<file path="config.mk">
export PLATFORM = sky130hd
export DESIGN_NAME = jtdd_mainrom_rq
export DESIGN_NICKNAME = d
export VERILOG_FILES = /design/src/rtl/jtdd_mainrom_rq.sv
export SDC_FILE = /design/constraint.sdc
export NUM_CORES = 1
export LEC_CHECK = 0
export ABC_AREA = 1
export CAP_MARGIN = 20
export CORE_MARGIN = 2
export CORE_UTILIZATION = 40
export DETAILED_ROUTE_END_ITERATION = 12
export PLACE_DENSITY_LB_ADDON = 0.08
export REMOVE_ABC_BUFFERS = 1
export SLEW_MARGIN = 40
export SYNTH_ARGS = -nofsm -noshare
export SYNTH_HDL_FRONTEND = slang
export SYNTH_SLANG_ARGS = --single-unit
</file>
<file path="constraint.sdc">
create_clock -name clk -period 3.8 [get_ports clk]
set_input_delay 0.76 -clock clk [delete_from_list [all_inputs] [get_ports clk]]
set_output_delay 0.76 -clock clk [all_outputs]
set_load 0.02 [all_outputs]
</file>
<file path="src/rtl/jtdd_mainrom_rq.sv">
// Two-entry fully associative word cache in front of SDRAM for the main CPU ROM.
// Misses fetch one 16-bit word through a req/ack/valid handshake; flush invalidates everything.
module jtdd_mainrom_rq #(
   parameter int AW = 18
) (
   input  logic          clk,
   input  logic          rst,
   input  logic          cpu_cs,
   input  logic [AW-1:0] cpu_addr,
   output logic          cpu_ok,
   output logic [7:0]    cpu_data,
   input  logic          flush,
   output logic          sdram_req,
   output logic [AW-2:0] sdram_addr,
   input  logic          sdram_ack,
   input  logic          sdram_valid,
   input  logic [15:0]   sdram_din
);

   typedef enum logic [1:0] {IDLE, WAIT_ACK, WAIT_DATA} state_t;

   state_t               state, nx_state;
   logic [1:0]           valid;
   logic [1:0][AW-2:0]   tag;
   logic [1:0][15:0]     data;
   logic                 ptr;
   logic                 stale;
   logic [1:0]           match;
   logic                 hit;
   logic [15:0]          hit_word;
   logic                 start;
   logic                 fill;

   always_comb begin
      for (int i = 0; i < 2; i++)
         match[i] = valid[i] && (tag[i] == cpu_addr[AW-1:1]);
      hit      = cpu_cs && (|match);
      hit_word = match[0] ? data[0] : data[1];
      cpu_ok   = hit;
      if (!hit)
         cpu_data = 8'hff;
      else if (cpu_addr[0])
         cpu_data = hit_word[15:8];
      else
         cpu_data = hit_word[7:0];
   end

   always_ff @(posedge clk or posedge rst) begin
      if (rst) state <= IDLE;
      else     state <= nx_state;
   end

   always_comb begin
      nx_state = state;
      start    = 1'b0;
      fill     = 1'b0;
      case (state)
         IDLE:
            if (cpu_cs && !hit && !flush) begin
               start    = 1'b1;
               nx_state = WAIT_ACK;
            end
         WAIT_ACK:
            if (sdram_ack) nx_state = WAIT_DATA;
         WAIT_DATA:
            if (sdram_valid) begin
               nx_state = IDLE;
               // a flush seen at any point of the fetch, including this cycle, drops the word
               fill     = !stale && !flush;
            end
         default: nx_state = IDLE;
      endcase
   end

   always_ff @(posedge clk or posedge rst) begin
      if (rst) begin
         sdram_req  <= 1'b0;
         sdram_addr <= '0;
         valid      <= 2'b00;
         tag        <= '0;
         data       <= '0;
         ptr        <= 1'b0;
         stale      <= 1'b0;
      end else begin
         if (start) begin
            sdram_req  <= 1'b1;
            sdram_addr <= cpu_addr[AW-1:1];
         end
         if (state == WAIT_ACK && sdram_ack)
            sdram_req <= 1'b0;
         if (fill) begin
            valid[ptr] <= 1'b1;
            tag[ptr]   <= sdram_addr;
            data[ptr]  <= sdram_din;
            ptr        <= ~ptr;
         end
         if (flush)
            valid <= 2'b00;
         if (state == WAIT_DATA && sdram_valid)
            stale <= 1'b0;
         else if (state != IDLE && flush)
            stale <= 1'b1;
      end
   end

endmodule

</file>
Yosys cells after proc, flatten, opt, wreduce, memory -nomap -nowiden
Index checks and enable logic that the tools add are counted.

storage, ports and cells
  bits in registers = 90
  bits in latches = 0
  RAM bits = 0
  bits in read-only memories = 0
  bits of input ports = 40
  output and inout port bits = 27
  logic and storage cells = 66
  memories = 0

cells by class
  add/subtract/negate cells = 0
  multipliers = 0
  divide/modulo/power cells = 0
  magnitude comparators = 2
  equality and inequality tests = 7
  shift operators = 0
  multiplexer cells = 25
  bitwise operators = 2
  reduce and logical (&&, ||, !) cells = 20

operator list
  kind                  number
  $bwmux W34            1
  $eq A17 B17 Y1        2
  $bwmux W32            1
  $mux W16              2
  $demux W17 S1         1
  $mux W17              1
  $demux W16 S1         1
  $mux W8               2
  $logic_and A1 B1 Y1   10
  $mux W2               5
  $mux W1               9
  $reduce_bool A2 Y1    4
  $ne A2 B2 Y1 const B  3
  $pmux W2 S3           1
  $logic_not A1 Y1      3
  $reduce_and A3 Y1     1
  $eq A2 B1 Y1 const B  1
  $eq A2 B2 Y1 const B  1
  $logic_not A2 Y1      1
  $lt A1 B2 Y1 const B  1
  $or A2 B2 Y2          1
  $reduce_or A2 Y1      1
  $demux W1 S1          1
  $ge A1 B1 Y1 const B  1
  $not A1 Y1            1

Longest topological paths before layout
  word-level depth = 11
  mapped depth = 11
  depth with buffers taken out = 10

Worst setup path after synthesis
No wires, ideal clock.

  path kind = input port to output port
  from = input cpu_addr[1]
  to = output cpu_data[0]
  arrival time = 1.998 ns
  required time = 3.040 ns
  path slack = 1.042 ns
  stages = 9
  path buffers = 0
  path through = inv_1 nand2_1 nand2_1 nor2_1 nand2_1 nor2_1 nand3_1 a21oi_2 nand3_1

on the way
  cells in the longest elaborated chain, start to end = 5
  elaborated cells on any way between the ends = 9
  those cells by class = eq/ne (2); mux (3); reduce/logical (4)

RTL lines
  item                   RTL line  RTL
  start: declaration     9         input logic [AW-1:0] cpu_addr,
  $eq A17 B17 Y1         36        match[i] = valid[i] && (tag[i] == cpu_addr[AW-1:1]);
  $logic_and A1 B1 Y1    36
  $reduce_or A2 Y1 *     37        hit = cpu_cs && (|match);
  $logic_and A1 B1 Y1 *  37
  via cpu_ok             10        output logic cpu_ok,
  $mux W8 *              40        if (!hit)
  end: declaration       11        output logic [7:0] cpu_data,

The timed path passes the listed nets; every way through them passes the cells marked *.

Worst setup path in the final report
  from = input cpu_addr[13]
  to = output cpu_data[1]

on the way
  cells in the longest elaborated chain, start to end = 5
  elaborated cells on any way between the ends = 9
  those cells by class = eq/ne (2); mux (3); reduce/logical (4)

RTL lines
  item                                            RTL line
  $eq A17 B17 Y1                                  36
  $logic_and A1 B1 Y1                             36
  $mux W16 or $reduce_or A2 Y1 (tied branches)    38, 37
  $mux W8 or $logic_and A1 B1 Y1 (tied branches)  42, 37
  $mux W8 *                                       40

Every way passes the cells marked *; elsewhere a longest branch is shown, timed or not.

==> results_dict.tcl <==
set metrics [dict create \
    status "completed" \
    first_iter_violations 279 \
    hold_path_end "sdram_req" \
    critPathArrivalTime_ns 2.86 \
    async_flop_share_pct 100 \
    row_count 39 \
    fp.dieW_um 113 \
    post-route-period-util_pct 95.2 \
    wl_um 11400 \
    cts_inserted_buffers 9 \
    netlist_top_cells_count "nand2_1, inv_1, dfrtp_1, o21ai_1, nand3_1" \
    crit_type "input pin to output pin" \
    cts-hold-fix-buffers 0 \
    yosysTopAreaCellShare_pct 47.8 \
    crit_required_ns 3.04 \
    synth.most_common_cell "nand2_1" \
    clock_latency_ns 0.35 \
    io_buffers 66 \
    diodes 0 \
    wl_met1_um 5720 \
    drc 0 \
    grt_pass1_wl_um 19000 \
    synth_area_leader_cell "dfrtp_1" \
    hold_depth 2 \
    io_pins 67 \
    gp_congestion 0.774 \
    timing.rr.start "state[0]" \
    synth_area_mm2 0.00471 \
    die-area_mm2 0.0127 \
    avgSynthCellArea_um2 7.58 \
    grt_pass1_vias 3724 \
    max-vdd-ir-drop_mv 0.342 \
    drt_pass1_iterations 4 \
    cts_tree "done" \
    seq_area_frac_synth_pct 47.8 \
    power_density_mw_per_mm2 592 \
    viasPerCell 4.71 \
    fin_ws_ns 0.182 \
    grt_max_degree 49 \
    synth_edf_count 0 \
    area_growth_pct 25.9 \
    worst-path-max-fanout 8 \
    gr-total-overflow 0 \
    wire_per_inst_um 13.5 \
    die_h_um 113 \
    top_layer_used "met4" \
    synthTopCellsByArea "dfrtp_1, nand2_1, inv_1" \
    pre_cts_slack_ns -0.0536 \
    clk_pin_slew_ns 0.06 \
    clock.fmax_mhz 276 \
    track_usage_pct 19.2 \
    reg2regPathDepth 6 \
    tns_ns 0 \
    skew_ns 0.00868 \
    ant_nets 0 \
    rsz0062_at_grt "no" \
    cts.path.max_buffers 2 \
    setup_viol 0 \
    vias 3968 \
    yosysUniqueCellTypes 29 \
    nNetsFinal 734 \
    r2r-end "tag[29]" \
    yosysWarningCount 0 \
    dr_wl_met3_um 363 \
    cp-start-kind "input pin" \
    relSlewSlack_pct 59.9 \
    rrSetupSlack_ns 1.86 \
    totalPowerFinal_w 0.00351 \
    worst_pin_slew_ns 0.599 \
    cts-root-buf "clkbuf_16" \
    ys_ff_latch 90 \
    ctsHtreeMaxLevel 3 \
    cp-end-kind "output pin" \
    worstHoldStart "sdram_req" \
    core_mm2 0.0115 \
    antenna_found_initial 0 \
    hold_class "flip-flop to flip-flop" \
    finalHoldViolations 0 \
    synthCells 621 \
    wl_met2_um 5060 \
    fin_hold_ws_ns 0.487 \
    drive_gt1_share_pct 11.3 \
    drv_slew 0 \
    clkSinkCount 90 \
    ys_dominant_reg_cell "dfrtp_1" \
    fin_crit_ns 3.62 \
    initial_core_util_pct 41.1 \
    max-cap-violations 0 \
    p_leak_nw 2.84 \
    hpwl_um 7770 \
]
[worst max-delay path, stage by stage]
cell             delay (ns)
clkdlybuf4s50_1        0.52
inv_2                  0.07
nand2_1                0.05
nand2_1                0.12
nor2_1                 0.13
nand2_1                0.10
nor2_4                 0.19
buf_4                  0.15
nand3_4                0.14
nand2_1                0.10
nand3_1                0.06
nand3_1                0.12
dlygate4sd2_1          0.34
[cells by family (layout without fill, tap and decap cells)]
logic type | after synthesis | in the layout | synth area share, %
AOI/OAI and AO/OA | 94 | 94 | 12.2
xor gates and xnor gates | 5 | 5 | 0.930
buffers and inverters | 140 | 217 | 12.9
DFF | 90 | 90 | 47.8
and+or+nand+nor | 292 | 293 | 26.2
[area by class of cell]
class,count,area (µm²)
inverter,119,449
multi-input combinational,392,1880
tap,143,179
clock inverter,4,75.1
clock buffer,12,246
sequential,90,2250
timing repair buffer,82,847
fill,1132,5540
[worst max path at each step]
stage	start	to	slack, ns	depth (start not counted)
after floorplan	rst	data[0]	0.70	1
after global placement	cpu_addr[3]	cpu_data[1]	-0.04	12
after detailed placement	cpu_addr[3]	cpu_data[1]	-0.05	12
after CTS	cpu_addr[3]	cpu_data[6]	0.02	12
after global routing	cpu_addr[13]	cpu_data[1]	0.03	13
final	cpu_addr[13]	cpu_data[1]	0.18	13
[power breakdown]
group | switching (W) | internal [W] | total (W)
clock network | 0.000380 | 0.000595 | 0.000975
registers | 0.000221 | 0.00127 | 0.00149
logic | 0.000584 | 0.000457 | 0.00104
[sequential cells by signal (all words and copies together), names as in the netlist]
| signal | count |
|---|---|
| tag | 34 |
| sdram_addr | 17 |
| stale | 1 |
| state | 2 |
| sdram_req | 1 |
| valid | 2 |
| data | 32 |
| ptr | 1 |
[cells in the final DEF (no fill, tap or decap), drive strengths merged, types with 4 or more instances in the layout]
cell,Yosys,layout
nand3,49,50
clkdlybuf4s50,0,57
nand2,205,205
xnor2,4,4
a21oi,4,4
inv,119,119
o21ai,88,88
buf,14,16
dlygate4sd2,0,6
clkbuf,7,12
nor2,31,31
dfrtp,90,90
[what timing repair did]
action,4_1_cts,5_1_grt
setup buffers,0,1
endpoints found under the setup margin,8,3
gates resized for setup,12,3
gates cloned,1,0
pin swaps,1,1
[through the flow]
stage	area, µm²	utilization (%)	cells
2_1_floorplan	4550	-	600
3_3_place_gp	5560	48.5	824
3_5_place_dp	5560	48.5	824
4_1_cts	5910	51.6	841
5_1_grt	5930	51.7	842
6_report	5930	51.7	842
[metal layers]
metal	up-vias	track usage, %
li1	2053	-
met1	1839	27.4
met2	62	28.9
met3	14	3.29
met4	0	8.13
met5	-	0
No activity file was read; power rests on OpenSTA's default activity.
